[src/rtl/softusb_dmem_arbiter_if.sv]
// softusb_dmem_arbiter_if
//   Bundles the two requester ports and the RAM-side pins of the softusb
//   data-memory arbiter.
//   slave  : arbiter view (requests in, grants/read data out, drives RAM pins)
//   master : environment view (CPU/DMA requesters plus the RAM block)
//   Port A : a_req/a_we/a_adr/a_dat_i in, a_stall/a_valid/a_dat_o out
//   Port B : b_req/b_we/b_adr/b_dat_i/b_lock in, b_ack/b_valid/b_dat_o out
//   RAM    : dmem_we/dmem_a/dmem_di out, dmem_do in (1-cycle read latency)
interface softusb_dmem_arbiter_if #(
  parameter int dmem_width = 13
);
  logic                  a_req;
  logic                  a_we;
  logic [dmem_width-1:0] a_adr;
  logic [7:0]            a_dat_i;
  logic                  a_stall;
  logic                  a_valid;
  logic [7:0]            a_dat_o;

  logic                  b_req;
  logic                  b_we;
  logic [dmem_width-1:0] b_adr;
  logic [7:0]            b_dat_i;
  logic                  b_lock;
  logic                  b_ack;
  logic                  b_valid;
  logic [7:0]            b_dat_o;

  logic                  dmem_we;
  logic [dmem_width-1:0] dmem_a;
  logic [7:0]            dmem_di;
  logic [7:0]            dmem_do;

  modport slave (
    input  a_req, a_we, a_adr, a_dat_i,
    output a_stall, a_valid, a_dat_o,
    input  b_req, b_we, b_adr, b_dat_i, b_lock,
    output b_ack, b_valid, b_dat_o,
    output dmem_we, dmem_a, dmem_di,
    input  dmem_do
  );

  modport master (
    output a_req, a_we, a_adr, a_dat_i,
    input  a_stall, a_valid, a_dat_o,
    output b_req, b_we, b_adr, b_dat_i, b_lock,
    input  b_ack, b_valid, b_dat_o,
    input  dmem_we, dmem_a, dmem_di,
    output dmem_do
  );
endinterface

[src/rtl/softusb_dmem_arbiter.sv]
// softusb_dmem_arbiter
//   Shares the single USB-side byte port of the softusb data memory between
//   the navre CPU (port A, priority) and the SIE/DMA engine (port B).
//   One access per usb_clk cycle; read data returns one cycle later on both
//   *_dat_o buses, qualified by *_valid. A starvation guard forces B through
//   after max_wait refused cycles; b_lock lets B hold the port for up to
//   burst_max consecutive grants.
// Ports
//   usb_clk, usb_rst_n : clock, asynchronous active-low reset
//   bus                : softusb_dmem_arbiter_if.slave (A, B and RAM pins)
//   stat_clr, stat_conflicts : only with SOFTUSB_DMEM_ARB_STATS_EN defined
// Optional feature
//   `define SOFTUSB_DMEM_ARB_STATS_EN adds a saturating 16-bit count of
//   cycles in which both ports request.
//
// state    | meaning
// ST_PRIO  | A has priority; B served only when A idle; refusals counted
// ST_FORCE | B starved for max_wait cycles; B wins this cycle
// ST_BURST | B holds the port while b_lock stays high; A stalls
module softusb_dmem_arbiter #(
  parameter int dmem_width = 13,
  parameter int max_wait   = 8,
  parameter int burst_max  = 4
) (
  input  logic usb_clk,
  input  logic usb_rst_n,
  softusb_dmem_arbiter_if.slave bus
`ifdef SOFTUSB_DMEM_ARB_STATS_EN
  ,
  input  logic        stat_clr,
  output logic [15:0] stat_conflicts
`endif
);

  typedef enum logic [1:0] {ST_PRIO, ST_FORCE, ST_BURST} state_t;

  localparam logic [7:0] WAIT_LAST  = 8'(max_wait - 1);
  localparam logic [3:0] BURST_LAST = 4'(burst_max - 1);
  // With burst_max == 1 the entering grant is already the whole burst.
  localparam bit BURST_OK = (burst_max > 1);

  state_t     state_q, state_d;
  logic [7:0] wait_cnt_q, wait_cnt_d;
  logic [3:0] burst_cnt_q, burst_cnt_d;
  logic       a_valid_q, a_valid_d;
  logic       b_valid_q, b_valid_d;
  logic       gnt_a, gnt_b;
  logic [dmem_width-1:0] adr_mux;

  always_comb begin
    gnt_a = 1'b0;
    gnt_b = 1'b0;
    case (state_q)
      ST_PRIO: begin
        gnt_a = bus.a_req;
        gnt_b = bus.b_req & ~bus.a_req;
      end
      ST_FORCE: begin
        gnt_b = bus.b_req;
        gnt_a = bus.a_req & ~bus.b_req;
      end
      ST_BURST: gnt_b = bus.b_req & bus.b_lock;
      default: ;
    endcase
  end

  always_comb begin
    state_d     = state_q;
    wait_cnt_d  = wait_cnt_q;
    burst_cnt_d = burst_cnt_q;
    case (state_q)
      ST_PRIO: begin
        if (gnt_b || !bus.b_req) begin
          wait_cnt_d = '0;
        end else if (wait_cnt_q == WAIT_LAST) begin
          state_d    = ST_FORCE;
          wait_cnt_d = '0;
        end else begin
          wait_cnt_d = wait_cnt_q + 8'd1;
        end
        if (gnt_b && bus.b_lock && BURST_OK) begin
          state_d     = ST_BURST;
          burst_cnt_d = 4'd1;
        end
      end
      ST_FORCE: begin
        wait_cnt_d = '0;
        if (gnt_b && bus.b_lock && BURST_OK) begin
          state_d     = ST_BURST;
          burst_cnt_d = 4'd1;
        end else begin
          state_d     = ST_PRIO;
          burst_cnt_d = '0;
        end
      end
      ST_BURST: begin
        wait_cnt_d = '0;
        if (gnt_b) burst_cnt_d = burst_cnt_q + 4'd1;
        // Leave on the grant that completes the burst, so A never sees an
        // extra dead cycle after the last B access.
        if (!gnt_b || burst_cnt_q == BURST_LAST) begin
          state_d     = ST_PRIO;
          burst_cnt_d = '0;
        end
      end
      default: begin
        state_d     = ST_PRIO;
        wait_cnt_d  = '0;
        burst_cnt_d = '0;
      end
    endcase
    a_valid_d = gnt_a & ~bus.a_we;
    b_valid_d = gnt_b & ~bus.b_we;
  end

  always_ff @(posedge usb_clk or negedge usb_rst_n) begin
    if (!usb_rst_n) begin
      state_q     <= ST_PRIO;
      wait_cnt_q  <= '0;
      burst_cnt_q <= '0;
      a_valid_q   <= 1'b0;
      b_valid_q   <= 1'b0;
    end else begin
      state_q     <= state_d;
      wait_cnt_q  <= wait_cnt_d;
      burst_cnt_q <= burst_cnt_d;
      a_valid_q   <= a_valid_d;
      b_valid_q   <= b_valid_d;
    end
  end

  // Idle cycles present A's address so the RAM sees a stable bus.
  assign adr_mux      = gnt_b ? bus.b_adr : bus.a_adr;
  assign bus.dmem_a   = adr_mux;
  assign bus.dmem_di  = gnt_b ? bus.b_dat_i : bus.a_dat_i;
  assign bus.dmem_we  = (gnt_a & bus.a_we) | (gnt_b & bus.b_we);
  assign bus.a_stall  = bus.a_req & ~gnt_a;
  assign bus.b_ack    = gnt_b;
  assign bus.a_valid  = a_valid_q;
  assign bus.b_valid  = b_valid_q;
  assign bus.a_dat_o  = bus.dmem_do;
  assign bus.b_dat_o  = bus.dmem_do;

`ifdef SOFTUSB_DMEM_ARB_STATS_EN
  logic [15:0] conflicts_q, conflicts_d;

  always_comb begin
    conflicts_d = conflicts_q;
    if (stat_clr)
      conflicts_d = '0;
    else if (bus.a_req && bus.b_req && conflicts_q != 16'hFFFF)
      conflicts_d = conflicts_q + 16'd1;
  end

  always_ff @(posedge usb_clk or negedge usb_rst_n) begin
    if (!usb_rst_n) conflicts_q <= '0;
    else            conflicts_q <= conflicts_d;
  end

  assign stat_conflicts = conflicts_q;
`endif

endmodule

[src/flat_wrapper.sv]
// flat-port wrapper written by rule: the top's interface ports become plain ports
module softusb_dmem_arbiter_flat 
#(
  parameter int dmem_width = 13,
  parameter int max_wait   = 8,
  parameter int burst_max  = 4
)
  (usb_clk, usb_rst_n, bus_a_req, bus_a_we, bus_a_adr, bus_a_dat_i, bus_a_stall, bus_a_valid, bus_a_dat_o, bus_b_req, bus_b_we, bus_b_adr, bus_b_dat_i, bus_b_lock, bus_b_ack, bus_b_valid, bus_b_dat_o, bus_dmem_we, bus_dmem_a, bus_dmem_di, bus_dmem_do);
  softusb_dmem_arbiter_if #(.dmem_width(dmem_width)) bus_i ();
  input  logic usb_clk;
  input  logic usb_rst_n;
  input wire logic [$bits(bus_i.a_req)-1:0] bus_a_req;
  input wire logic [$bits(bus_i.a_we)-1:0] bus_a_we;
  input wire logic [$bits(bus_i.a_adr)-1:0] bus_a_adr;
  input wire logic [$bits(bus_i.a_dat_i)-1:0] bus_a_dat_i;
  output wire logic [$bits(bus_i.a_stall)-1:0] bus_a_stall;
  output wire logic [$bits(bus_i.a_valid)-1:0] bus_a_valid;
  output wire logic [$bits(bus_i.a_dat_o)-1:0] bus_a_dat_o;
  input wire logic [$bits(bus_i.b_req)-1:0] bus_b_req;
  input wire logic [$bits(bus_i.b_we)-1:0] bus_b_we;
  input wire logic [$bits(bus_i.b_adr)-1:0] bus_b_adr;
  input wire logic [$bits(bus_i.b_dat_i)-1:0] bus_b_dat_i;
  input wire logic [$bits(bus_i.b_lock)-1:0] bus_b_lock;
  output wire logic [$bits(bus_i.b_ack)-1:0] bus_b_ack;
  output wire logic [$bits(bus_i.b_valid)-1:0] bus_b_valid;
  output wire logic [$bits(bus_i.b_dat_o)-1:0] bus_b_dat_o;
  output wire logic [$bits(bus_i.dmem_we)-1:0] bus_dmem_we;
  output wire logic [$bits(bus_i.dmem_a)-1:0] bus_dmem_a;
  output wire logic [$bits(bus_i.dmem_di)-1:0] bus_dmem_di;
  input wire logic [$bits(bus_i.dmem_do)-1:0] bus_dmem_do;
  assign bus_i.a_req = bus_a_req;
  assign bus_i.a_we = bus_a_we;
  assign bus_i.a_adr = bus_a_adr;
  assign bus_i.a_dat_i = bus_a_dat_i;
  assign bus_a_stall = bus_i.a_stall;
  assign bus_a_valid = bus_i.a_valid;
  assign bus_a_dat_o = bus_i.a_dat_o;
  assign bus_i.b_req = bus_b_req;
  assign bus_i.b_we = bus_b_we;
  assign bus_i.b_adr = bus_b_adr;
  assign bus_i.b_dat_i = bus_b_dat_i;
  assign bus_i.b_lock = bus_b_lock;
  assign bus_b_ack = bus_i.b_ack;
  assign bus_b_valid = bus_i.b_valid;
  assign bus_b_dat_o = bus_i.b_dat_o;
  assign bus_dmem_we = bus_i.dmem_we;
  assign bus_dmem_a = bus_i.dmem_a;
  assign bus_dmem_di = bus_i.dmem_di;
  assign bus_i.dmem_do = bus_dmem_do;
  softusb_dmem_arbiter #(.dmem_width(dmem_width), .max_wait(max_wait), .burst_max(burst_max)) u_core (.usb_clk(usb_clk), .usb_rst_n(usb_rst_n), .bus(bus_i));
endmodule
[config.mk]
export PLATFORM = sky130hd
export DESIGN_NAME = softusb_dmem_arbiter_flat
export DESIGN_NICKNAME = d
export VERILOG_FILES = /design/src/rtl/softusb_dmem_arbiter_if.sv /design/src/rtl/softusb_dmem_arbiter.sv /design/src/flat_wrapper.sv
export SDC_FILE = /design/constraint.sdc
export NUM_CORES = 1
export LEC_CHECK = 0
export ABC_AREA = 1
export ABC_CLOCK_PERIOD_IN_PS = 3600
export BUFFER_PORTS_ARGS = -buffer_cell sky130_fd_sc_hd__buf_4
export CORE_MARGIN = 8
export CORE_UTILIZATION = 43
export DETAILED_ROUTE_END_ITERATION = 8
export HOLD_SLACK_MARGIN = 0.15
export PLACE_DENSITY = 0.86
export SYNTH_ARGS = -nofsm -noshare
export SYNTH_HDL_FRONTEND = slang
export SYNTH_SLANG_ARGS = --single-unit
export TNS_END_PERCENT = 20
[constraint.sdc]
create_clock -name usb_clk -period 3.6 [get_ports usb_clk]
set_input_delay 0.54 -clock usb_clk [delete_from_list [all_inputs] [get_ports usb_clk]]
set_output_delay 0.54 -clock usb_clk [all_outputs]
set_load 0.03 [all_outputs]
== Word level (Yosys, flattened, before mapping) ==
Index checks and enable logic that the tools add are counted.
Word-level totals
  bits in registers: 16
  latch bits: 0
  bits in writable memories: 0
  memory bits (read-only): 0
  bits of input ports: 57
  output and inout bits: 42
  logic and storage cells: 56
  memories: 0
Cells by class
  add/sub/neg operators: 2
  multiply operators: 0
  div/mod/pow operators: 0
  order comparisons: 0
  equal/unequal tests: 9
  shifts and indexed selects: 0
  muxes and demuxes: 18
  bitwise gates (word level): 14
  reductions and logical operators: 8
Operators with widths (number)
  $mux W8: 4
  $mux W13: 1
  $mux W4: 3
  $pmux W4 S3: 1
  $mux W2: 5
  $add A8 B1 Y8 const B: 1
  $and A1 B1 Y1: 8
  $eq A8 B3 Y1 const B: 1
  $ne A3 B1 Y1 const B: 2
  $pmux W2 S3: 1
  $not A1 Y1: 5
  $add A4 B1 Y4 const B: 1
  $eq A4 B2 Y1 const B: 1
  $ne A2 B1 Y1 const B: 2
  $ne A3 B3 Y1 const B: 1
  $pmux W1 S3: 1
  $reduce_and A3 Y1: 1
  $eq A2 B1 Y1 const B: 1
  $eq A2 B2 Y1 const B: 1
  $logic_not A1 Y1: 2
  $logic_not A2 Y1: 1
  $logic_or A1 B1 Y1: 2
  $pmux W1 S2: 1
  $reduce_and A2 Y1: 1
  3 further kinds: 3

== Depth between registers and ports, before layout ==
Gate-level depths: netlist of the first run.
  depth after elaboration: 7
  depth in mapped cells: 9
  depth with buffers taken out: 9

== Least setup slack after synthesis of the first run ==
OpenSTA, ideal clock, no wires.
  kind: input -> output
  from: input bus_b_req
  to: output bus_dmem_a[10]
  arrival: 1.434 ns
  required time: 3.060 ns
  setup slack: 1.626 ns
  stages: 6
  path buffers: 2
  path through: buf_2 -> nand4_4 -> inv_4 -> buf_6 -> nand2_1 -> nand2_1
Between the ends
  longest elaborated chain between the ends: 3
  elaborated cells between the ends (all ways): 4
  classes of those cells: 2 x mux; 2 x bitwise
RTL lines
  from (decl): RTL line flat_wrapper.sv:19  | input wire logic [$bits(bus_i.b_req)-1:0] bus_b_req;
  $and A1 B1 Y1, on equally long branches: RTL line softusb_dmem_arbiter.sv:62, softusb_dmem_arbiter.sv:56
  $pmux W1 S3 (*): RTL line softusb_dmem_arbiter.sv:53  | case (state_q)
  via bus_b_ack: RTL line flat_wrapper.sv:24  | output wire logic [$bits(bus_i.b_ack)-1:0] bus_b_ack;
  $mux W13 (*): RTL line softusb_dmem_arbiter.sv:133  | assign adr_mux = gnt_b ? bus.b_adr : bus.a_adr;
  to (decl): RTL line flat_wrapper.sv:28  | output wire logic [$bits(bus_i.dmem_a)-1:0] bus_dmem_a;
The timed path passes the listed nets; every way through them passes the cells marked *.

== Worst setup path in the final report of the first run ==
  from: register u_core.state_q[1]
  to: output bus_dmem_a[8]
Between the ends
  longest elaborated chain between the ends: 3
  elaborated cells between the ends (all ways): 5
  classes of those cells: 2 x eq/ne; 2 x mux; 1 x reduce/logical
RTL lines
  from (decl): RTL line softusb_dmem_arbiter.sv:42  | state_t state_q, state_d;
  from (signal assigned): RTL line softusb_dmem_arbiter.sv:124  | state_q <= state_d;
  $eq A2 B2 Y1, or another cell as far along: RTL line softusb_dmem_arbiter.sv:53
  $pmux W1 S3 (*): RTL line softusb_dmem_arbiter.sv:53
  $mux W13 (*): RTL line softusb_dmem_arbiter.sv:133
Every way passes the cells marked *; elsewhere a longest branch is shown, timed or not.

==> results of run 1 <==
sequential cells by signal, summed over array words and instances, names as in the netlist:
signal / count
u_core.burst_cnt_q: 4
u_core.bus.b_valid: 1
u_core.state_q: 2
u_core.bus.a_valid: 1
u_core.wait_cnt_q: 8
where the power goes:
part           internal (mW)  switching [mW]
clock                 0.0616          0.0578
combinational         0.0944           0.135
sequential             0.189         0.00822
metal layers:
layer / track usage, % / vias to the layer above / part of all wire [%]
li1: - / 688 / -
met1: 14.5 / 568 / 38
met2: 27.0 / 36 / 55
met3: 4.94 / 6 / 5.9
met4: 7.81 / 0 / 1.9
met5: 0 / - / 0
timing repair:
item | in CTS | in global routing
hold endpoints to repair | 16 | 0
hold buffers | 1 | 0
resized for setup | 0 | 0
through the flow:
step | hold WS [ps] | util [%]
6_report | 391 | 62.8
5_1_grt | 367 | 62.8
4_1_cts | 387 | 62.8
3_5_place_dp | 409 | 61.1
3_3_place_gp | 406 | 61.1
2_1_floorplan | 244 | -
synthesized netlist by cell type (2+ instances only):
| master | number |
|---|---|
| nand4_1 | 3 |
| ha_1 | 2 |
| nand2_1 | 86 |
| buf_4 | 18 |
| nor3_1 | 3 |
| nand2_2 | 2 |
| dfrtp_1 | 16 |
| nor2_2 | 2 |
| xor2_1 | 6 |
| buf_6 | 2 |
| inv_1 | 13 |
| nand3_1 | 14 |
| nor2_1 | 15 |
final timing paths:
path	from	endpoint	slack, ps	cells past startpoint
worst max-delay path	u_core.state_q[1]	bus_dmem_a[8]	1100	8
worst min-delay path	bus_b_we	u_core.bus.b_valid	390	2
worst max register to register	u_core.state_q[1]	u_core.burst_cnt_q[0]	1940	7
worst min register to register	u_core.wait_cnt_q[0]	u_core.wait_cnt_q[0]	480	1
max in group asynchronous	usb_rst_n	u_core.wait_cnt_q[0]	2780	2
min in group asynchronous	usb_rst_n	u_core.burst_cnt_q[0]	640	2
logic make-up (layout without fill, tap and decap cells):
logic type,after synthesis,in the layout,synth area share (%)
simple gates,129,129,43.7
buf+inv,36,94,17.5
flops,16,16,31.6
xor+xnor,7,7,4.84
fa+ha+maj,2,2,1.97
compound gates,1,1,0.394
area by class of cell:
| class | count | area [µm²] | area share [%] |
|---|---|---|---|
| multi-input combinational | 139 | 646 | 37.0 |
| inverter | 15 | 58.8 | 3.37 |
| timing repair buffer | 75 | 566 | 32.4 |
| clock buffer | 4 | 36.3 | 2.08 |
| sequential | 16 | 400 | 22.9 |
| tap | 31 | 38.8 | 2.22 |
==> metrics, run 1 <==
status=finished, final reports clean; CP max stage delay=430 ps; largest net degree at the start of global routing=28; grt ovf=0; I/O pin cnt=99; pre-CTS setup slack=1300 ps; Finished Cell Area=1750 µm²; initial drt markers=52; TritonCTS clock tree=done; Final Setup Violations=0; worst skew pair latency=290 ps; port bufs=74; gpl congestion=0.866; syn_nets=250; Critical path buffers and inverters=3; Arr. time, crit path=1960 ps; most common cell after layout, fill and taps aside=nand2_1; DR vias/cell=4.64; crit path time final=2500 ps; vias in the first global route=1,359; commonest non-fill, non-tap cells in the layout=86 x nand2_1, 74 x buf_4, 16 x dfrtp_1; Tcrit/Tclk final=69.3%; Die W=70.3 µm; effective utilization at floorplan=45.6%; Filler cells=260; Wirelength per Cell=13.3 µm; Rows=19; Clock Skew=5.83 ps; CP max-delay cell=dfrtp_1; Worst-Margin Slew=405 ps; synthesized area=1270 µm²; top post-synthesis cells by area=dfrtp_1 32%, nand2_1 25%, buf_4 11%; Worst slew margin=72.9%; final worst slack=1100 ps; Design Power=546 µW; cell count after synthesis=191; first-pass GRT wire length=6110 µm; All-Layer GR Usage=14.9%; Core Region=2780 µm²; cell count after placement=275; post-synth top area cell=dfrtp_1; register area share after synthesis=31.6%; post-route ant nets=0; Layout area overhead=37.7%; RSZ-0062 raised after global routing=no; Max IR drop VDD=0.000212 V; post-synth top area share=31.6%; Slew Limit Fails=0; initial antenna violation count=0; full die area=4940 µm²; Crit. End Element=output pin; clk sinks=16; die height=70.3 µm; final hold vios=0; drt first pass iters=4; Post-Layout Cell Count=280; class of the most critical hold timing path=in2reg; cell mode on critical path=nand2_1; Fmax=401 MHz; TritonCTS Buffers=3; synth unique cells=22; Root Driver=clkbuf_4; CTS clk-pin slew, worst paths=100 ps; Clock Tree Buf Depth=2; Most used DFF post-synth=dfrtp_1; Synth Area per Inst=6.64 µm²; Post-synth EDFFs=0; Antenna diodes=0; Final nets=309; H-tree depth=1; Placed Area=1700 µm²; worst setup path category=reg2out; leakage power=1.04 nW; total negative slack=0 ps; DRC viols=0; Via Count=1,298; share of layout cells above drive strength 1=34.5%; max cap viols=0; Setup Buffers After CTS=0; Startpoint Class=register; CP top delay family=simple AND/OR/NAND/NOR gates; Final HPWL DP=3080 µm; power density over the cells=313 nW/µm²; Routed WL=3720 µm; YS warnings=0; WP data required=3060 ps; Synth Register Bits=16; worst-path fanout max=27; Post-synth ARST share=100%; critical-path cell list=inv_2 > nor2_2 > nand2_2 > nand4_4 > inv_4 > nand2_1 > nand2_1 > buf_4
No activity file was read; power rests on OpenSTA's default activity.
==> inputs of run 2 (changes only) <==
--- a/config.mk
+++ b/config.mk
@@ -6,13 +6,13 @@
 export NUM_CORES = 1
 export LEC_CHECK = 0
 export ABC_AREA = 1
-export ABC_CLOCK_PERIOD_IN_PS = 3600
+export ABC_CLOCK_PERIOD_IN_PS = 2200
 export BUFFER_PORTS_ARGS = -buffer_cell sky130_fd_sc_hd__buf_4
 export CORE_MARGIN = 8
-export CORE_UTILIZATION = 43
+export CORE_UTILIZATION = 36
 export DETAILED_ROUTE_END_ITERATION = 8
 export HOLD_SLACK_MARGIN = 0.15
-export PLACE_DENSITY = 0.86
+export PLACE_DENSITY = 0.77
 export SYNTH_ARGS = -nofsm -noshare
 export SYNTH_HDL_FRONTEND = slang
 export SYNTH_SLANG_ARGS = --single-unit
==> constraint.sdc (replaced) <==
create_clock -name usb_clk -period 2.2 [get_ports usb_clk]
set_input_delay 0.33 -clock usb_clk [delete_from_list [all_inputs] [get_ports usb_clk]]
set_output_delay 0.33 -clock usb_clk [all_outputs]
set_load 0.03 [all_outputs]
==> run 2 against run 1 <==
Against the previous run: non-clock buffer count up 3; clock-buffer cell count is the same; sequential cell count stayed put; sequential power grew 65%; clock power grew 69%.
==> metrics, run 2 (synthesis results as in run 1) <==
post-route ant nets=0; Max IR drop VDD=0.000430 V; DRC viols=0; drt first pass iters=4; Via Count=1,316; status=finished, final reports clean; power density over the cells=507 nW/µm²; Worst-Margin Slew=358 ps; pre-CTS setup slack=340 ps; Clock Skew=1.48 ps; Largest register FFs=8; grt ovf=0; Final Util=53.9%; crit path time final=2100 ps; most flop-heavy register=u_core.wait_cnt_q; worst-path fanout max=14; effective utilization at floorplan=37.7%; biggest registers after layout=u_core.wait_cnt_q (8), u_core.burst_cnt_q (4), u_core.state_q (2); All-Layer GR Usage=12.7%; WP data required=1870 ps; Final nets=312; Rows=21; Fmax=476 MHz; share of layout cells above drive strength 1=35.3%; Antenna diodes=0; Wirelength per Cell=12.8 µm; Crit. End Element=output pin; TritonCTS Buffers=3; I/O pin cnt=99; Final HPWL DP=3020 µm; class of the most critical hold timing path=in2reg; Routed WL=3810 µm; final worst slack=99.9 ps; clk sinks=16; worst setup path category=reg2out; largest net degree at the start of global routing=25; Layout area overhead=43.0%; hold slack=181 ps; Startpoint Class=register; initial drt markers=75; final hold vios=0; Arr. time, crit path=1770 ps; Post-Layout Cell Count=298; Worst slew margin=76.1%; max cap viols=0; commonest non-fill, non-tap cells in the layout=86 x nand2_1, 75 x buf_4, 16 x dfrtp_1; Root Driver=clkbuf_4; gpl congestion=0.850; DR vias/cell=4.42; Core Region=3360 µm²; Filler cells=353; leakage power=1.07 nW; TritonCTS clock tree=done; Design Power=920 µW; Tcrit/Tclk final=95.5%; Slew Limit Fails=0; full die area=5680 µm²; worst skew pair latency=290 ps; first-pass GRT wire length=5760 µm; most common cell after layout, fill and taps aside=nand2_1; vias in the first global route=1,308; CTS clk-pin slew, worst paths=100 ps; initial antenna violation count=0; Clock Tree Buf Depth=2; H-tree depth=1; Die W=75.3 µm; port bufs=74; cell count after placement=291; die height=75.3 µm; Final Setup Violations=0
run 2: cell count changes in the layout (fill, tap and decap cells not counted), sizes merged:
cell / before / now
buf: 74 / 77
run 2: path summary, 6_finish.rpt:
path | slack (ps) | depth (start not counted) | startpoint | to
setup reg to reg | 680 | 7 | u_core.state_q[1] | u_core.wait_cnt_q[0]
hold reg to reg | 490 | 1 | u_core.wait_cnt_q[0] | u_core.wait_cnt_q[0]
hold / removal | 180 | 2 | bus_b_we | u_core.bus.b_valid
max in group asynchronous | 1580 | 2 | usb_rst_n | u_core.wait_cnt_q[7]
setup / recovery | 100 | 8 | u_core.state_q[1] | bus_dmem_di[0]
min in group asynchronous | 430 | 2 | usb_rst_n | u_core.wait_cnt_q[0]
run 2: worst max-delay path, stage by stage, from the launching register on:
cell	delay, ps
dfrtp_1	450
inv_2	80
nor2_2	220
nand2_2	100
nand4_4	160
buf_6	180
nand2_1	60
nand2_1	70
buf_4	160
run 2: layer usage:
metal | wire length [µm] | part of all wire (%) | track usage [%] | vias up
met3 | 274 | 7.2 | 4.34 | 0
met5 | 0 | 0 | 0 | -
met1 | 1490 | 39 | 14.9 | 583
li1 | - | - | - | 697
met4 | 0 | 0 | 0.853 | 0
met2 | 2040 | 54 | 22.5 | 36
run 2: final cells by class:
cell class	instances	area, µm²	share of cell area [%]
Multi-Input combinational cell	139	651	35.9
Inverter	15	63.8	3.52
Timing Repair Buffer	78	604	33.3
Clock buffer	4	36.3	2.00
Sequential cell	16	400	22.1
Tap cell	46	57.6	3.17
run 2: stage by stage:
step / setup TNS [ps] / instance area [µm²]
after CTS: 0 / 1770
final: 0 / 1810
after global placement: 0 / 1730
after floorplan: 0 / 1270
after global routing: -1.02 / 1810
after detailed placement: 0 / 1730
run 2: what timing repair did:
| item | 4_1_cts | 5_1_grt |
|---|---|---|
| gates resized for setup | 0 | 4 |
| setup endpoints to repair | 0 | 22 |
| buffers inserted | 0 | 2 |
| endpoints found under the hold margin | 16 | 0 |
| hold buffers | 1 | 0 |
run 2: report_power, final:
group	switching (mW)	internal, mW
registers	0.0158	0.309
clock network	0.0999	0.101
logic	0.228	0.167
==> inputs of run 3 (changes only) <==
--- a/config.mk
+++ b/config.mk
@@ -12,7 +12,8 @@
 export CORE_UTILIZATION = 36
 export DETAILED_ROUTE_END_ITERATION = 8
 export HOLD_SLACK_MARGIN = 0.15
-export PLACE_DENSITY = 0.77
+export MAX_ROUTING_LAYER = met4
+export PLACE_DENSITY_LB_ADDON = 0.12
 export SYNTH_ARGS = -nofsm -noshare
 export SYNTH_HDL_FRONTEND = slang
 export SYNTH_SLANG_ARGS = --single-unit
==> run 3 against run 2 <==
Against the previous run: die area unchanged; cell count increased by 1.3%; clock-buffer cell count stayed put; via count increased by 3.4%; register-to-register slack better by 30 ps; sequential cell count is the same; maximum frequency rose by 3.9%; non-clock buffer count rose by 3; total power is essentially flat; clock power about the same; hold slack improved by 4.1 ps; core utilization increased by 0.86 points; largest power group unchanged.
==> metrics, run 3 (synthesis results as in run 1) <==
status=finished, final reports clean; Max IR drop VDD=0.000408 V; leakage power=1.07 nW; DRC viols=0; Core Region=3360 µm²; Layout area overhead=45.3%; Root Driver=clkbuf_4; I/O pin cnt=99; Rows=21; H-tree depth=1; Via Count=1,361; class of the most critical hold timing path=in2reg; Clock Tree Buf Depth=2; Worst-Margin Slew=310 ps; All-Layer GR Usage=13.2%; Die W=75.3 µm; most common cell after layout, fill and taps aside=nand2_1; Filler cells=362; RSZ-0062 raised after global routing=no; vias in the first global route=1,249; max cap viols=0; largest net degree at the start of global routing=25; Finished Cell Area=1840 µm²; clk sinks=16; effective utilization at floorplan=37.7%; critical-path cell list=inv_2 > nor2_4 > nand2_2 > nand4_4 > buf_4 > nand2_1 > nand2_1 > buf_4; grt ovf=0; first-pass GRT wire length=5680 µm; most flop-heavy register=u_core.wait_cnt_q; Clock Skew=5.97 ps; worst skew pair latency=290 ps; share of layout cells above drive strength 1=37.5%; Final nets=316; CP max-delay cell=dfrtp_2; Final Setup Violations=0; Routed WL=4020 µm; crit path time final=2020 ps; biggest registers after layout=u_core.wait_cnt_q (8), u_core.burst_cnt_q (4), u_core.state_q (2); initial drt markers=51; Antenna diodes=0; Tcrit/Tclk final=91.9%; initial antenna violation count=0; Slew Limit Fails=0; DR vias/cell=4.51; worst-path fanout max=8; worst setup path category=reg2out; Fmax=495 MHz; post-route ant nets=0; die height=75.3 µm; final worst slack=179 ps; Placed Area=1730 µm²; power density over the cells=500 nW/µm²; final hold vios=0; port bufs=74; Largest register FFs=8; cell count after placement=291; TritonCTS clock tree=done; Design Power=921 µW; WP data required=1870 ps; pre-CTS setup slack=304 ps; Critical path buffers and inverters=3; CTS clk-pin slew, worst paths=100 ps; CP max stage delay=460 ps; Wirelength per Cell=13.3 µm; CP top delay family=buffers and inverters; Worst slew margin=79.3%; TritonCTS Buffers=3; Post-Layout Cell Count=302; drt first pass iters=4; Crit. End Element=output pin; full die area=5680 µm²; total negative slack=0 ps; Arr. time, crit path=1690 ps; commonest non-fill, non-tap cells in the layout=85 x nand2_1, 80 x buf_4, 15 x nor2_1; Final HPWL DP=3170 µm; Startpoint Class=register; gpl congestion=0.806
run 3: cell count changes in the layout (fill, tap and decap cells not counted):
cell     previous run  this run
buf_4              75        80
nor2_2              1         0
nand2_2             2         3
nand2_1            86        85
dfrtp_2             0         2
buf_6               1         0
dfrtp_1            16        14
nor2_4              1         2
nand4_2             0         1
buf_12              1         0
run 3: area by class of cell:
type | count | area [µm²] | area share, %
sequential | 16 | 403 | 21.9
tap | 46 | 57.6 | 3.12
multi-input combinational | 140 | 671 | 36.4
timing repair buffer | 81 | 611 | 33.2
clock buffer | 4 | 36.3 | 1.97
inverter | 15 | 63.8 | 3.46
run 3: metrics by stage:
stage / hold WS (ps) / utilization (%)
after floorplan: 34.4 / -
final: 185 / 54.8
after global placement: 203 / 51.3
after detailed placement: 199 / 51.3
after global routing: 173 / 54.8
after CTS: 174 / 53.0
run 3: final timing paths:
path	startpoint	end	slack, ps	depth (start not counted)
setup / recovery	u_core.state_q[1]	bus_dmem_a[3]	180	8
max in group asynchronous	usb_rst_n	u_core.state_q[0]	1590	2
hold / removal	bus_b_we	u_core.bus.b_valid	190	2
setup reg to reg	u_core.state_q[1]	u_core.burst_cnt_q[3]	710	7
hold reg to reg	u_core.wait_cnt_q[0]	u_core.wait_cnt_q[0]	460	1
min in group asynchronous	usb_rst_n	u_core.wait_cnt_q[2]	420	2
run 3: layer usage:
metal | track usage, % | share of wire [%] | up-vias
li1 | - | - | 708
met1 | 14.5 | 41 | 584
met2 | 21.5 | 45 | 57
met3 | 4.87 | 13 | 12
met4 | 4.90 | 1.2 | 0
met5 | - | 0 | -
run 3: power by group:
part           switching [mW]  leakage [nW]  internal [mW]
logic                   0.230         0.838          0.169
registers              0.0144         0.215          0.309
clock network          0.0978        0.0210          0.101
run 3: what timing repair did:
item | 4_1_cts | 5_1_grt
setup buffers | 0 | 5
pin swaps | 0 | 1
gates cloned | 0 | 1
setup endpoints to repair | 22 | 23
hold buffers | 1 | 0
resized for setup | 3 | 4
hold endpoints to repair | 16 | 0
